`config.mk`:
```
export PLATFORM = sky130hd
export DESIGN_NAME = completion_arbiter
export DESIGN_NICKNAME = d
export VERILOG_FILES = /design/src/rtl/apb2axi_pkg.sv /design/src/rtl/cpl_out_reg.sv /design/src/rtl/completion_arbiter.sv
export SDC_FILE = /design/constraint.sdc
export NUM_CORES = 1
export LEC_CHECK = 0
export ABC_AREA = 1
export CORE_MARGIN = 8
export CORE_UTILIZATION = 40
export DETAILED_ROUTE_END_ITERATION = 10
export PLACE_DENSITY = 0.8
export SYNTH_ARGS = -nofsm -noshare
export SYNTH_HDL_FRONTEND = slang
export SYNTH_SLANG_ARGS = --single-unit
```
`constraint.sdc`:
```
create_clock -name aclk -period 1.47 [get_ports aclk]
set_input_delay 0.2205 -clock aclk [delete_from_list [all_inputs] [get_ports aclk]]
set_output_delay 0.2205 -clock aclk [all_outputs]
set_load 0.005 [all_outputs]
```
`src/rtl/apb2axi_pkg.sv`:
```
// Shared APB2AXI definitions: default widths, AXI response encodings,
// the completion-entry layout and a response classification helper.
package apb2axi_pkg;

  localparam int ID_W_DEF   = 4;
  localparam int DATA_W_DEF = 32;

  localparam logic [1:0] RESP_OKAY   = 2'b00;
  localparam logic [1:0] RESP_EXOKAY = 2'b01;
  localparam logic [1:0] RESP_SLVERR = 2'b10;
  localparam logic [1:0] RESP_DECERR = 2'b11;

  typedef struct packed {
    logic                  is_wr;
    logic [ID_W_DEF-1:0]   id;
    logic [DATA_W_DEF-1:0] data;
    logic [1:0]            resp;
    logic                  last;
  } cpl_entry_t;

  // SLVERR and DECERR both carry resp[1]=1.
  function automatic logic resp_is_err(input logic [1:0] resp);
    return resp[1];
  endfunction

endpackage

```
`src/rtl/cpl_out_reg.sv`:
```
// Single-entry valid/ready output register. The caller only asserts load
// when the slot is free (empty, or draining this cycle).
module cpl_out_reg #(
  parameter int W = 8
) (
  input  logic         aclk,
  input  logic         rst,
  input  logic         load,
  input  logic [W-1:0] din,
  input  logic         ready,
  output logic         valid,
  output logic [W-1:0] dout
);

  always_ff @(posedge aclk or posedge rst) begin
    if (rst) begin
      valid <= 1'b0;
      dout  <= '0;
    end else if (load) begin
      valid <= 1'b1;
      dout  <= din;
    end else if (ready) begin
      valid <= 1'b0;
    end
  end

endmodule

```
`src/rtl/completion_arbiter.sv`:
```
// Merges AXI B (write) and R (read) completions into one Completion FIFO stream.
// Optional APB2AXI_CPL_ERR_CNT_EN adds a saturating 16-bit error-response counter.
//
// Handshakes: a transfer happens on a rising edge where valid=1 and ready=1.
// Source readys are combinational grants, never both high, and only high when
// the output slot is free; cpl_valid/cpl_* hold steady while cpl_ready=0.
module completion_arbiter
  import apb2axi_pkg::*;
#(
  parameter int ID_W   = ID_W_DEF,
  parameter int DATA_W = DATA_W_DEF
) (
  input  logic              aclk,
  input  logic              rst,
  input  logic              wr_cpl_valid,
  output logic              wr_cpl_ready,
  input  logic [ID_W-1:0]   wr_cpl_id,
  input  logic [1:0]        wr_cpl_resp,
  input  logic              rd_cpl_valid,
  output logic              rd_cpl_ready,
  input  logic [ID_W-1:0]   rd_cpl_id,
  input  logic [DATA_W-1:0] rd_cpl_data,
  input  logic [1:0]        rd_cpl_resp,
  input  logic              rd_cpl_last,
  output logic              cpl_valid,
  input  logic              cpl_ready,
  output logic              cpl_is_wr,
  output logic [ID_W-1:0]   cpl_id,
  output logic [DATA_W-1:0] cpl_data,
  output logic [1:0]        cpl_resp,
  output logic              cpl_last,
  output logic              dbg_state
`ifdef APB2AXI_CPL_ERR_CNT_EN
  ,
  output logic [15:0]       err_cnt
`endif
);

  localparam int ENT_W = 1 + ID_W + DATA_W + 2 + 1;
  localparam logic RR_WR = 1'b0;
  localparam logic RR_RD = 1'b1;

  typedef enum logic {ARB = 1'b0, RD_LOCK = 1'b1} state_t;

  state_t           state;
  logic             rr_last;
  logic             slot_free;
  logic             wr_gnt;
  logic             rd_gnt;
  logic             load;
  logic [ENT_W-1:0] ent_d;
  logic [ENT_W-1:0] ent_q;

  assign slot_free = !cpl_valid || cpl_ready;

  always_comb begin
    wr_gnt = 1'b0;
    rd_gnt = 1'b0;
    if (!rst && slot_free) begin
      if (state == RD_LOCK) begin
        rd_gnt = rd_cpl_valid;
      end else if (rd_cpl_valid && wr_cpl_valid) begin
        if (rr_last == RR_WR) rd_gnt = 1'b1;
        else                  wr_gnt = 1'b1;
      end else begin
        rd_gnt = rd_cpl_valid;
        wr_gnt = wr_cpl_valid;
      end
    end
  end

  assign wr_cpl_ready = wr_gnt;
  assign rd_cpl_ready = rd_gnt;
  assign load         = wr_gnt || rd_gnt;

  // Write completions carry no data and always close their "burst".
  assign ent_d = wr_gnt ? {1'b1, wr_cpl_id, {DATA_W{1'b0}}, wr_cpl_resp, 1'b1}
                        : {1'b0, rd_cpl_id, rd_cpl_data, rd_cpl_resp, rd_cpl_last};

  always_ff @(posedge aclk or posedge rst) begin
    if (rst) begin
      state   <= ARB;
      rr_last <= RR_WR;
    end else begin
      if (wr_gnt) rr_last <= RR_WR;
      if (rd_gnt) begin
        if (rd_cpl_last) begin
          state   <= ARB;
          rr_last <= RR_RD;
        end else begin
          state <= RD_LOCK;
        end
      end
    end
  end

  assign dbg_state = (state == RD_LOCK);

  cpl_out_reg #(.W(ENT_W)) u_out (
    .aclk  (aclk),
    .rst   (rst),
    .load  (load),
    .din   (ent_d),
    .ready (cpl_ready),
    .valid (cpl_valid),
    .dout  (ent_q)
  );

  assign {cpl_is_wr, cpl_id, cpl_data, cpl_resp, cpl_last} = ent_q;

`ifdef APB2AXI_CPL_ERR_CNT_EN
  logic [1:0] gnt_resp;
  assign gnt_resp = wr_gnt ? wr_cpl_resp : rd_cpl_resp;

  always_ff @(posedge aclk or posedge rst) begin
    if (rst) begin
      err_cnt <= '0;
    end else if (load && resp_is_err(gnt_resp) && (err_cnt != 16'hFFFF)) begin
      err_cnt <= err_cnt + 16'd1;
    end
  end
`endif

endmodule

```
==> summary.md, run 1 <==
| Metric | Value |
|---|---|
| Largest fanout on the critical path | `3` |
| Cell types with the highest counts after synthesis | `sky130_fd_sc_hd__nand2_1, sky130_fd_sc_hd__dfrtp_1, sky130_fd_sc_hd__nand3_1` |
| Post-DP Area | `2880 um2` |
| Number of nets with antenna violations after routing | `0` |
| Clock-pin slew reported for the worst setup and hold paths after clock tree synthesis | `about 80 ps` |
| Seq/Total Area, Yosys | `just under 60%` |
| Htree depth | `2` |
| Max Slew Vio Count | `0` |
| Aggregate global routing overflow | `0` |
| Synthesis Warnings | `0` |
| Post-synthesis cell area | `1860 um2` |
| Worst Setup End Kind | `output pin` |
| Final Cell Area | `~3000 um2` |
| Arrival time at the worst endpoint | `roughly 1200 ps` |
| Highest-delay cell along the critical path | `sky130_fd_sc_hd__dfrtp_1` |
| Number of global-route vias before repair | `approximately 1,800` |
| Fin Clk Skew | `a little over 5 ps` |
| Async set or reset register ratio after synthesis | `100%` |
| Actual slew at the worst max-slew pin | `between 300 and 400 ps` |
| Clock tree root driver cell | `sky130_fd_sc_hd__clkbuf_8` |
| Die span in y | `around 84 um` |
| Synth Area per Inst | `approximately 8.9 um2` |
| Number of antenna violations at the first check in global routing | `0` |
| Run status | `finished clean` |
| Number of enable flip-flop cells after synthesis | `0` |
| Leakage dissipation | `between 1 and 1.5 nW` |
| Clock tree sinks | `43` |
| Detailed Route Iter0 Violations | `76` |
| Min setup slack post-route | `between 20 and 30 ps` |
| Post-Place Cells | `about 360` |
| DRC errors left | `0` |
| Path category of the worst min-delay check | `in2async` |
| Startpoint type of the worst setup path | `flip-flop` |
| Routed length per placed instance | `about 14 um` |
| Maxcap violations | `0` |
| Die Span X | `between 80 and 90 um` |
| Fraction of layout instances using a drive strength above 1 | `roughly 13%` |
| Clock buffers created by TritonCTS | `5` |
| Detailed Routing Iterations Pass 1 | `4` |
| Post-synthesis cell type count | `16` |
| RSZ-0062 raised after global routing | `yes` |
| Post-synthesis sequential element count | `43` |
| R2R cell count | `7` |
| Maximum clock rate | `around 690 MHz` |
| Final setup violation count | `0` |
| Cell chain of the critical path | `a21oi_4, nand3_2, inv_2, buf_6` |
| Dominant cell type by area after synthesis | `sky130_fd_sc_hd__dfrtp_1` |
| Clk buf depth | `2` |
| Pin count of the biggest net entering global routing | `40` |
| IR Drop Worst-Case VDD | `~0.00076 V` |
| CP Buf/Inv Count | `2` |
| Final routed wirelength across all metal layers | `between 5 and 6 mm` |
| Area fraction of the dominant cell type after synthesis | `~58%` |
| Via density per instance | `around 4.8` |
| Final weighted congestion of routability-driven global placement | `around 0.78` |
| Number of non-filler instances in the completed layout | `between 300 and 400` |
| Full die area | `7100 um2` |
| Number of buffers inserted for hold repair after clock tree synthesis | `0` |
| Filler instances | `~410` |
| First-pass GRT wire length | `between 8 and 9 mm` |
| Register-to-register setup slack | `~80 ps` |
| Biggest cell delay along the critical path | `420 ps` |
| Post-route minimum period | `about 1400 ps` |
| Row cnt | `25` |
| Count of inserted antenna diode cells | `0` |
| Top cell family by delay on the critical path | `flip-flops` |
| Portion of the clock cycle consumed by the worst path in the final layout | `between 90% and 100%` |
| Cells taking the most area after synthesis | `sky130_fd_sc_hd__dfrtp_1, sky130_fd_sc_hd__nand2_1, sky130_fd_sc_hd__nand3_1` |
| Final hold violation count | `0` |
| Count leader, synth | `sky130_fd_sc_hd__nand2_1` |
| Clock insertion delay at the later pin of the skew report | `290 ps` |
| CTS tree | `yes` |
| # nets final | `~360` |
| Total via count after detailed routing | `approximately 1,800` |
| All-Layer GR Usage | `about 15%` |
| Post-synthesis to final-layout area growth | `62.1%` |
| Number of logic stages on the critical path including buffering | `4` |
| Post-DP HPWL | `approximately 4.0 mm` |
| Power per standard cell area | `roughly 1300 nW/um2` |
| Post-Place Setup Slack | `-474 ps` |
| Post-Synthesis Net Count | `about 260` |
| Top flip-flop cell by instance count after synthesis | `sky130_fd_sc_hd__dfrtp_1` |
| Count of input and output buffers | `93` |
| Type of the setup path with the least slack | `reg2out` |
| Critical path required time | `approximately 1300 ps` |
| Placeable Area | `about 4600 um2` |
| Relative slew margins | `approximately 78%` |
| Number of instances in the synthesized netlist | `~210` |
| Final core utilization | `approximately two thirds` |
| I/O pin cnt | `94` |
| Starting density of the core | `about two fifths` |
[metal layers]
metal	track usage, %	share of wire, %	routed length [um]
met1	16.2	40	2050
met2	25.1	50	2600
met3	6.49	8.6	443
met4	5.65	1.7	86
met5	0	0	0
[kinds of logic (layout without fill, tap and decap cells)]
family / after synthesis / in the layout / share of synthesized area (%)
AO/OA/AOI/OAI: 2 / 2 / 1.14
flip-flops: 43 / 43 / 57.7
AND/OR/NAND/NOR: 142 / 142 / 34.2
buffers and inverters: 22 / 127 / 6.91
[timing repair]
item / 4_1_cts / 5_1_grt
pin swaps: 2 / 3
buffers inserted: 1 / 0
setup endpoints to repair: 8 / 5
gates resized for setup: 13 / 5
[path summary, 6_finish.rpt]
path | start | endpoint
max | u_out.valid | rd_cpl_ready
min | rst | u_out.dout[5]
max reg2reg | u_out.valid | u_out.dout[1]
min reg2reg | u_out.dout[39] | u_out.dout[39]
max in group asynchronous | rst | u_out.dout[19]
min in group aclk | rd_cpl_data[1] | u_out.dout[4]
[cell type report]
type	instances	area (um2)	share of cell area (%)
clock buffers	6	82.6	2.73
flip-flops and latches	43	1080	35.6
clock inverters	2	35.0	1.16
inverters	10	37.5	1.24
multi-input cells	144	662	21.9
well taps	54	67.6	2.24
repair buffers	109	1060	35.1
[power by group]
group,switching (W),internal (W),total [W]
registers,0.000177,0.00149,0.00167
logic,0.000531,0.000853,0.00138
clock network,0.000398,0.000550,0.000948
total,0.00111,0.00289,0.00400
[layout by cell type, fill, tap and decap left out, types with 3 or more instances in the layout]
| cell type | count |
|---|---|
| sky130_fd_sc_hd__nand3_1 | 39 |
| sky130_fd_sc_hd__nand2_2 | 4 |
| sky130_fd_sc_hd__nor2_1 | 8 |
| sky130_fd_sc_hd__inv_1 | 4 |
| sky130_fd_sc_hd__nand3b_1 | 4 |
| sky130_fd_sc_hd__nand2_1 | 77 |
| sky130_fd_sc_hd__dlygate4sd2_1 | 3 |
| sky130_fd_sc_hd__clkbuf_8 | 6 |
| sky130_fd_sc_hd__inv_2 | 6 |
| sky130_fd_sc_hd__nand4_1 | 7 |
| sky130_fd_sc_hd__buf_4 | 14 |
| sky130_fd_sc_hd__dfrtp_1 | 43 |
| sky130_fd_sc_hd__buf_6 | 3 |
| sky130_fd_sc_hd__clkdlybuf4s50_1 | 88 |
[state kept, by name (all words and copies together) (netlist names)]
| signal | cells |
|---|---|
| rr_last | 1 |
| u_out.dout | 40 |
| dbg_state | 1 |
| u_out.valid | 1 |
[worst min-delay path: cells and delay by family]
kind	cells	cell delay, ps
buffers and inverters	4	900
[through the flow]
step	total power [W]	setup TNS (ps)	hold slack (ps)
3_3_place_gp	0.00305	-9310	464
4_1_cts	0.00404	0	444
6_report	0.00400	0	452
3_5_place_dp	0.00309	-12980	467
5_1_grt	0.00427	-68.9	444
2_1_floorplan	0.00217	0	329
(Power assumes the default switching activity.)
==> run 2: changes to the inputs <==
--- a/config.mk
+++ b/config.mk
@@ -8,6 +8,7 @@
 export ABC_AREA = 1
 export CORE_MARGIN = 8
 export CORE_UTILIZATION = 40
+export CTS_CLUSTER_DIAMETER = 60
 export DETAILED_ROUTE_END_ITERATION = 10
 export PLACE_DENSITY = 0.8
 export SYNTH_ARGS = -nofsm -noshare
==> results of run 2 <==
Same layout as run 1: the final DEF is identical, and so are final timing and power.
